===== src/rtl/hazard_ctrl.sv =====
// rtl/hazard_ctrl.sv - pipeline hazard controller: load-use stall, branch/jump flush, memory wait
//
// Ports:
//   clk, rst_n           clock, asynchronous active-low reset
//   id_valid             ID stage holds a real instruction
//   id_rs, id_rt         source register fields of the ID instruction
//   id_uses_rt           ID instruction reads rt
//   id_jump              ID instruction is a jump
//   ex_memread, ex_rt    EX instruction is a load and its destination
//   ex_branch_taken      branch in EX resolved taken
//   mem_req, mem_ready   MEM stage data-memory access / completion
//   pc_we, ifid_we       PC and IF/ID load enables
//   ifid_flush           IF/ID loads a zero instruction
//   idex_bubble          ID/EX control bits forced to zero
//   pipe_hold            freeze ID/EX, EX/MEM, MEM/WB
//   mem_err              sticky memory timeout flag
//   stall_cnt, flush_cnt saturating load-use stall / flush cycle counters
module hazard_ctrl #(
  parameter int MEM_TIMEOUT = 16,
  parameter int CNT_W       = 16
) (
  input  logic             clk,
  input  logic             rst_n,
  input  logic             id_valid,
  input  logic [4:0]       id_rs,
  input  logic [4:0]       id_rt,
  input  logic             id_uses_rt,
  input  logic             id_jump,
  input  logic             ex_memread,
  input  logic [4:0]       ex_rt,
  input  logic             ex_branch_taken,
  input  logic             mem_req,
  input  logic             mem_ready,
  output logic             pc_we,
  output logic             ifid_we,
  output logic             ifid_flush,
  output logic             idex_bubble,
  output logic             pipe_hold,
  output logic             mem_err,
  output logic [CNT_W-1:0] stall_cnt,
  output logic [CNT_W-1:0] flush_cnt
);

  localparam int WAIT_W = $clog2(MEM_TIMEOUT + 1);
  localparam logic [WAIT_W-1:0] WAIT_LIMIT = WAIT_W'(MEM_TIMEOUT);

  typedef enum logic [1:0] {RUN, MEM_WAIT, ERROR} state_t;

  state_t            state, state_nxt;
  logic [WAIT_W-1:0] wait_cnt, wait_nxt;
  logic              lu_block, lu_block_nxt;
  logic              load_use;
  logic              stall_inc, flush_inc;
  logic              pc_we_c, ifid_we_c, ifid_flush_c, idex_bubble_c, pipe_hold_c;

  always_comb begin
    // lu_block masks the lw that already caused a stall, so a load in EX
    // that is still visible next cycle does not stall twice.
    load_use = ex_memread & id_valid & (ex_rt != 5'd0) & ~lu_block &
               ((ex_rt == id_rs) | (id_uses_rt & (ex_rt == id_rt)));

    state_nxt     = state;
    wait_nxt      = wait_cnt;
    lu_block_nxt  = lu_block;
    pc_we_c       = 1'b1;
    ifid_we_c     = 1'b1;
    ifid_flush_c  = 1'b0;
    idex_bubble_c = 1'b0;
    pipe_hold_c   = 1'b0;
    stall_inc     = 1'b0;
    flush_inc     = 1'b0;

    case (state)
      ERROR: begin
        pc_we_c     = 1'b0;
        ifid_we_c   = 1'b0;
        pipe_hold_c = 1'b1;
      end
      default: begin
        if (!mem_ready && (state == MEM_WAIT || mem_req)) begin
          // Held cycle: EX/ID inputs belong to frozen stages and are ignored.
          pc_we_c     = 1'b0;
          ifid_we_c   = 1'b0;
          pipe_hold_c = 1'b1;
          wait_nxt    = (state == RUN) ? WAIT_W'(1) : wait_cnt + WAIT_W'(1);
          state_nxt   = (wait_nxt >= WAIT_LIMIT) ? ERROR : MEM_WAIT;
        end else begin
          state_nxt    = RUN;
          wait_nxt     = '0;
          lu_block_nxt = 1'b0;
          if (ex_branch_taken) begin
            // Taken branch squashes the younger load-use and jump.
            ifid_we_c     = 1'b0;
            ifid_flush_c  = 1'b1;
            idex_bubble_c = 1'b1;
            flush_inc     = 1'b1;
          end else if (load_use) begin
            pc_we_c       = 1'b0;
            ifid_we_c     = 1'b0;
            idex_bubble_c = 1'b1;
            stall_inc     = 1'b1;
            lu_block_nxt  = 1'b1;
          end else if (id_jump) begin
            ifid_we_c    = 1'b0;
            ifid_flush_c = 1'b1;
            flush_inc    = 1'b1;
          end
        end
      end
    endcase
  end

  always_ff @(posedge clk or negedge rst_n) begin
    if (!rst_n) begin
      state     <= RUN;
      wait_cnt  <= '0;
      lu_block  <= 1'b0;
      stall_cnt <= '0;
      flush_cnt <= '0;
    end else begin
      state    <= state_nxt;
      wait_cnt <= wait_nxt;
      lu_block <= lu_block_nxt;
      if (stall_inc && stall_cnt != {CNT_W{1'b1}}) stall_cnt <= stall_cnt + CNT_W'(1);
      if (flush_inc && flush_cnt != {CNT_W{1'b1}}) flush_cnt <= flush_cnt + CNT_W'(1);
    end
  end

  // Outputs are forced inactive while reset is asserted, without waiting for a clock.
  assign pc_we       = rst_n & pc_we_c;
  assign ifid_we     = rst_n & ifid_we_c;
  assign ifid_flush  = rst_n & ifid_flush_c;
  assign idex_bubble = rst_n & idex_bubble_c;
  assign pipe_hold   = rst_n & pipe_hold_c;
  assign mem_err     = rst_n & (state == ERROR);

endmodule

===== config.mk =====
export PLATFORM = sky130hd
export DESIGN_NAME = hazard_ctrl
export DESIGN_NICKNAME = d
export VERILOG_FILES = /design/src/rtl/hazard_ctrl.sv
export SDC_FILE = /design/constraint.sdc
export NUM_CORES = 1
export LEC_CHECK = 0
export ABC_CLOCK_PERIOD_IN_PS = 1700
export BUFFER_PORTS_ARGS = -buffer_cell sky130_fd_sc_hd__buf_2
export CAP_MARGIN = 10
export CORE_MARGIN = 5
export CORE_UTILIZATION = 48
export CTS_BUF_LIST = sky130_fd_sc_hd__clkbuf_8
export DETAILED_ROUTE_END_ITERATION = 8
export GPL_TIMING_DRIVEN = 1
export PLACE_DENSITY = 0.77
export SLEW_MARGIN = 20
export SYNTH_ARGS = -nofsm -noshare
export SYNTH_HDL_FRONTEND = slang
export SYNTH_SLANG_ARGS = --single-unit

===== constraint.sdc =====
create_clock -name clk -period 1.7 [get_ports clk]
set_clock_uncertainty 0.05 [all_clocks]
set_input_delay 0.17 -clock clk [delete_from_list [all_inputs] [get_ports clk]]
set_output_delay 0.17 -clock clk [all_outputs]
set_load 0.01 [all_outputs]

### Word level (Yosys, flattened, before mapping)

Index checks and enable logic that the tools add are counted.

* equal/unequal tests: 6
* $lt $le $gt $ge: 1
* add/sub/neg operators: 3
* reduce and logical (&&, ||, !) cells: 8
* bitwise logic cells: 15
* muxes and demuxes: 27

Operator list (number)
* 16-bit by 1-bit adder with 16-bit output (second input constant): 2
* 16-bit != test (second input constant): 2
* 1-bit two-way mux: 23
* 1-bit AND: 11
* 5-bit equality test: 2
* 5-bit two-way mux: 2
* 5-bit by 1-bit adder with 5-bit output (second input constant): 1
* 5-bit >= comparator (second input constant): 1
* 5-bit nonzero test: 1
* 2-bit two-way mux: 2
* 1-bit logical AND: 3
* 1-bit inverter: 3
* 2-bit by 1-bit equality test with 1-bit output (second input constant): 1
* 2-bit equality test (second input constant): 1
* 2-bit zero test: 1
* 2-bit AND reduction: 1
* 1-bit zero test: 1
* 1-bit logical OR: 1
* 1-bit OR: 1

* input port bits: 24
* register bits after elaboration: 40

### Depth between registers and ports, before layout

* depth after elaboration: 9
* gate-level depth with buffers: 8
* gate-level depth less buffers: 7

### Worst setup path after synthesis

Ideal clock, no wire load.

* path type: reg-to-reg
* start point: reg stall_cnt[0]
* end point: reg stall_cnt[1]
* cell stages (with the launch flop): 7
* period minus slack after synthesis: 1.897 ns
* setup time: 0.125 ns
* arrival time: 1.722 ns
* path slack: -0.197 ns
* cells stage by stage: dfrtp_1 ha_1 and3_1 nand3_1 or3_1 nand3_2 mux2_2

* word-level cells in the longest chain between the ends: 2
* elaborated cells on any way between the ends: 3

RTL lines
* from (decl): line 40 `output logic [CNT_W-1:0] stall_cnt,`
* from (signal assigned): line 124 `if (stall_inc && stall_cnt != {CNT_W{1'b1}}) stall_cnt <= stall_cnt + CNT_W'(1);`
* parallel branches: the longest is 2 deep, another holds 16-bit by 1-bit adder with 16-bit output

Several ways; the timed one is not identified.
A chain may end at the register's enable or synchronous reset.

### Final worst setup path

* start point: in ex_rt[1]
* end point: out ifid_we

* word-level cells in the longest chain between the ends: 9
* elaborated cells on any way between the ends: 13

RTL lines
* from (decl): line 30 `input logic [4:0] ex_rt,`
* 5-bit equality test or 5-bit nonzero test (tied branches): line 60, 59
* 1-bit AND (on tied branches): line 60, 59
* 1-bit OR or 1-bit AND (tied branches): line 60, 59
* 1-bit AND (*): line 59 `load_use = ex_memread & id_valid & (ex_rt != 5'd0) & ~lu_block &`
* 1-bit two-way mux (*): line 97 `end else if (load_use) begin`
* 1-bit two-way mux (*): line 91 `if (ex_branch_taken) begin`
* 1-bit two-way mux (*): line 80 `if (!mem_ready && (state == MEM_WAIT || mem_req)) begin`
* 1-bit two-way mux (*): line 73 `case (state)`
* 1-bit AND (*): line 131 `assign ifid_we = rst_n & ifid_we_c;`
* to (decl): line 35 `output logic ifid_we,`

Every way passes the cells marked *; elsewhere a longest branch is shown, timed or not.

==> results by group <==
Synth
  • Synth area leader: dfrtp_1
  • Post-Syn Nets: 232
  • Mapped Cells: 205
  • Number of enable flip-flop cells after synthesis: 0
  • Synth warn: 0
  • Register area share after synthesis: 47.9%
  • Synth Register Bits: 40
  • Top FF cell, synth: dfrtp_1
  • Synth Area per Inst: roughly 10 um2
  • Synth top area share: 47.9%
  • Cell area after synthesis: 2090 um2
  • Synth unique cells: 33
  • Async set-reset flop share out of synthesis: 100%
  • Ranking of synthesized cells by area: dfrtp_1 48%, xor2_1 9.2%, xnor2_1 8.4%, nand4_1 4.5%, nor2_1 3.4%

Placed design
  • Post-DP Area: 2840 um2
  • Number of buffers inserted by port buffering: 61
  • GPL Wtd Cong: 0.794
  • DP HPWL: 4090 um

Setup path
  • Crit path kind: input port to output port
  • Slowest CP cell: nor4_2
  • Buf/Inv on CP: 2
  • Crit path launch type: input port
  • Largest delay share family, worst path: simple AND/OR/NAND/NOR gates
  • Critical Path End Type: output port
  • Crit path largest cell delay: between 0.3 and 0.4 ns
  • Number of cells on the critical path: 7
  • Max FO, Critical Path: 5
  • CP Data Required Time: 1.48 ns
  • WP data arrival: 1.64 ns
  • Worst R2R Path Depth: 9
  • Worst-path cell chain: buf_8 -> xor2_2 -> nor4_2 -> a32oi_2 -> nor2_4 -> and4bb_2 -> buf_6

Routing
  • DRC: 0
  • Pre-Repair DR Iteration Count: 4
  • Via count: between 2000 and 2500
  • Wire length per cell: 17.1 um
  • Via density: between 5 and 6
  • Drt total wl: 6610 um
  • Initial DRC count: 171
  • ANT nets after route: 0

Clocking
  • Clk_lat worst skew: 0.30 ns
  • TritonCTS Buffers: 5
  • # clock sinks: 40
  • Root buffer cell: clkbuf_8
  • H-Tree Depth: 2
  • Clock Path Buffers: 2
  • Worst-path clk slew: 0.07 ns
  • CTS tree: yes

Run status
  • Outcome: finished with violations
  • Failing checks: negative setup slack

STA
  • RSZ-0062 raised after global routing: true
  • Setup TNS Final: -2.64 ns
  • Part of the cycle the worst path needs: 110%
  • Worst slew margin: 71.7%
  • Final setup margin: -0.162 ns
  • Slew Viols, Final: 0
  • Worst-margin pin slew: 0.424 ns
  • F_max: 537 MHz
  • Hold WS: 0.159 ns
  • # setup viols final: 31
  • Final Hold Fails: 0
  • Tmin final: roughly 1.9 ns

Global route
  • GRT Residual Overflow: 0
  • Initial antenna violation count: 0
  • Largest net degree at the start of global routing: 17
  • Met2 usage: between 30% and 40%
  • Most used routing layer: met2
  • Met1 Usage GRT: 24.6%
  • Met3 GRT Util: under 10%
  • Global-route wire length before repair: 10100 um
  • Number of global-route vias before repair: about 2100
  • Global Route Usage Sum: 21.3%

Final layout
  • Ant diodes: 0
  • Synthesis-to-finish area growth: 60.3%
  • Share of layout cells above drive strength 1: 53.7%
  • Final Util: 78.0%
  • FILL cells: between 200 and 300
  • Layout net count: around 360
  • Final Cell Area: ~3400 um2

Die
  • Core Region: 4290 um2
  • Die span in x: approximately 76 um
  • Die Height: between 70 and 80 um
  • Initial Utilization: 48.7%
  • Die footprint: 5780 um2
  • Rows: 24
  • # IOs: slightly above 60

Run
  • Total of max-cap violations: 0

Hold path
  • HP Class: input port to register
  • Hold Path Depth: 2

Power
  • PwrDens: 808 nW/um2
  • Worst vdd rail ir drop: 629 uV
  • Leak: 1.71 nW
[power breakdown]
| group | switching [mW] | internal (mW) | leakage (nW) | total, mW |
|---|---|---|---|---|
| Sequential | 0.0701 | 1.04 | 0.538 | 1.11 |
| Clock | 0.338 | 0.430 | 0.0593 | 0.768 |
| Combinational | 0.423 | 0.405 | 1.12 | 0.828 |
| Total | 0.831 | 1.88 | 1.71 | 2.71 |
[per-stage QoR]
stage | total power [mW] | setup WS [ns] | instances
2_1_floorplan | 1.47 | -0.160 | 205
3_3_place_gp | 1.81 | -0.268 | 360
3_5_place_dp | 1.85 | -0.340 | 360
4_1_cts | 2.65 | -0.195 | 383
5_1_grt | 2.84 | -0.257 | 387
6_report | 2.71 | -0.162 | 387
[cell families (layout without fill, tap and decap cells)]
| kind of cell | count (synthesis) | in the layout | synth area share, % |
|---|---|---|---|
| and+or+nand+nor | 92 | 92 | 22.8 |
| xor gates and xnor gates | 42 | 42 | 17.6 |
| DFF | 40 | 40 | 47.9 |
| AOI/OAI and AO/OA | 14 | 14 | 5.87 |
| buffers and inverters | 11 | 141 | 2.45 |
| adders and majority gates | 3 | 3 | 1.80 |
| muxes | 3 | 3 | 1.62 |
[worst paths after layout]
| kind | from | end | slack (ns) |
|---|---|---|---|
| min in group asynchronous | rst_n | stall_cnt[10]$_DFFE_PN0P_ | 0.22 |
| max | ex_rt[1] | ifid_we | -0.16 |
| min | ex_branch_taken | lu_block$_DFFE_PN0P_ | 0.16 |
| min reg2reg | flush_cnt[9]$_DFFE_PN0P_ | flush_cnt[9]$_DFFE_PN0P_ | 0.47 |
| max in group asynchronous | rst_n | stall_cnt[3]$_DFFE_PN0P_ | 0.94 |
| max reg2reg | stall_cnt[0]$_DFFE_PN0P_ | stall_cnt[10]$_DFFE_PN0P_ | -0.15 |
[sequential cells by signal, indices dropped and copies added, names as in the netlist]
register and cells:
wait_cnt 5, state 2, flush_cnt 16, stall_cnt 16, lu_block 1
[metal layers]
layer	vias up	part of all wire (%)
met4	0	3.0
met5	-	0
met2	78	53
li1	970	-
met1	1026	38
met3	19	5.9
[worst register-to-register path, stage by stage (launching register included)]
cell     delay, ns
dfrtp_1       0.36
ha_2          0.19
and3_4        0.18
nand3_2       0.08
buf_4         0.13
inv_1         0.07
nand4_1       0.18
buf_4         0.19
nor3_2        0.13
xor2_1        0.22
[cell usage in the layout (no fill, tap or decap), types with 2 or more instances in the layout]
cell      instances
nor4_4            2
buf_2            54
and2_4            3
inv_1             8
nand2_1          14
clkbuf_8          5
nor2_2            9
buf_4            55
a21oi_1           2
nor3_2            4
buf_6            12
nor2_4            3
nor3_1            2
ha_1              2
nand2_2           3
xnor2_1          20
nand3_1           8
dfrtp_1          40
xor2_1           21
nand3_2           5
nor2_1            7
mux2_2            2
nand4_1          15
and3_1            4
o21ai_4           2
a32o_1            3
and2_1            3
buf_8             2
[synthesized netlist by cell type (5+ instances only)]
cell     count
inv_1        7
nand3_1     13
xnor2_1     20
and2_1       6
nor3_1       6
and3_1       5
dfrtp_1     40
nand4_1     15
nand2_1     17
xor2_1      22
nor2_1      19
[cell type report]
type	instances	area (um2)	area share (%)
Sequential cell	40	1000	29.9
Clock inverter	3	38.8	1.16
Tap cell	52	65.1	1.94
Timing Repair Buffer	126	886	26.4
Clock buffer	5	68.8	2.05
Multi-Input combinational cell	154	1260	37.8
Inverter	7	26.3	0.784
[timing repair]
item,in CTS,in global routing
gates resized for setup,35,27
setup buffers,14,5
pin swaps,21,13
setup endpoints to repair,19,36
hold buffers,1,0
endpoints found under the hold margin,40,0
Note: power is estimated with default switching activity, not from simulation.
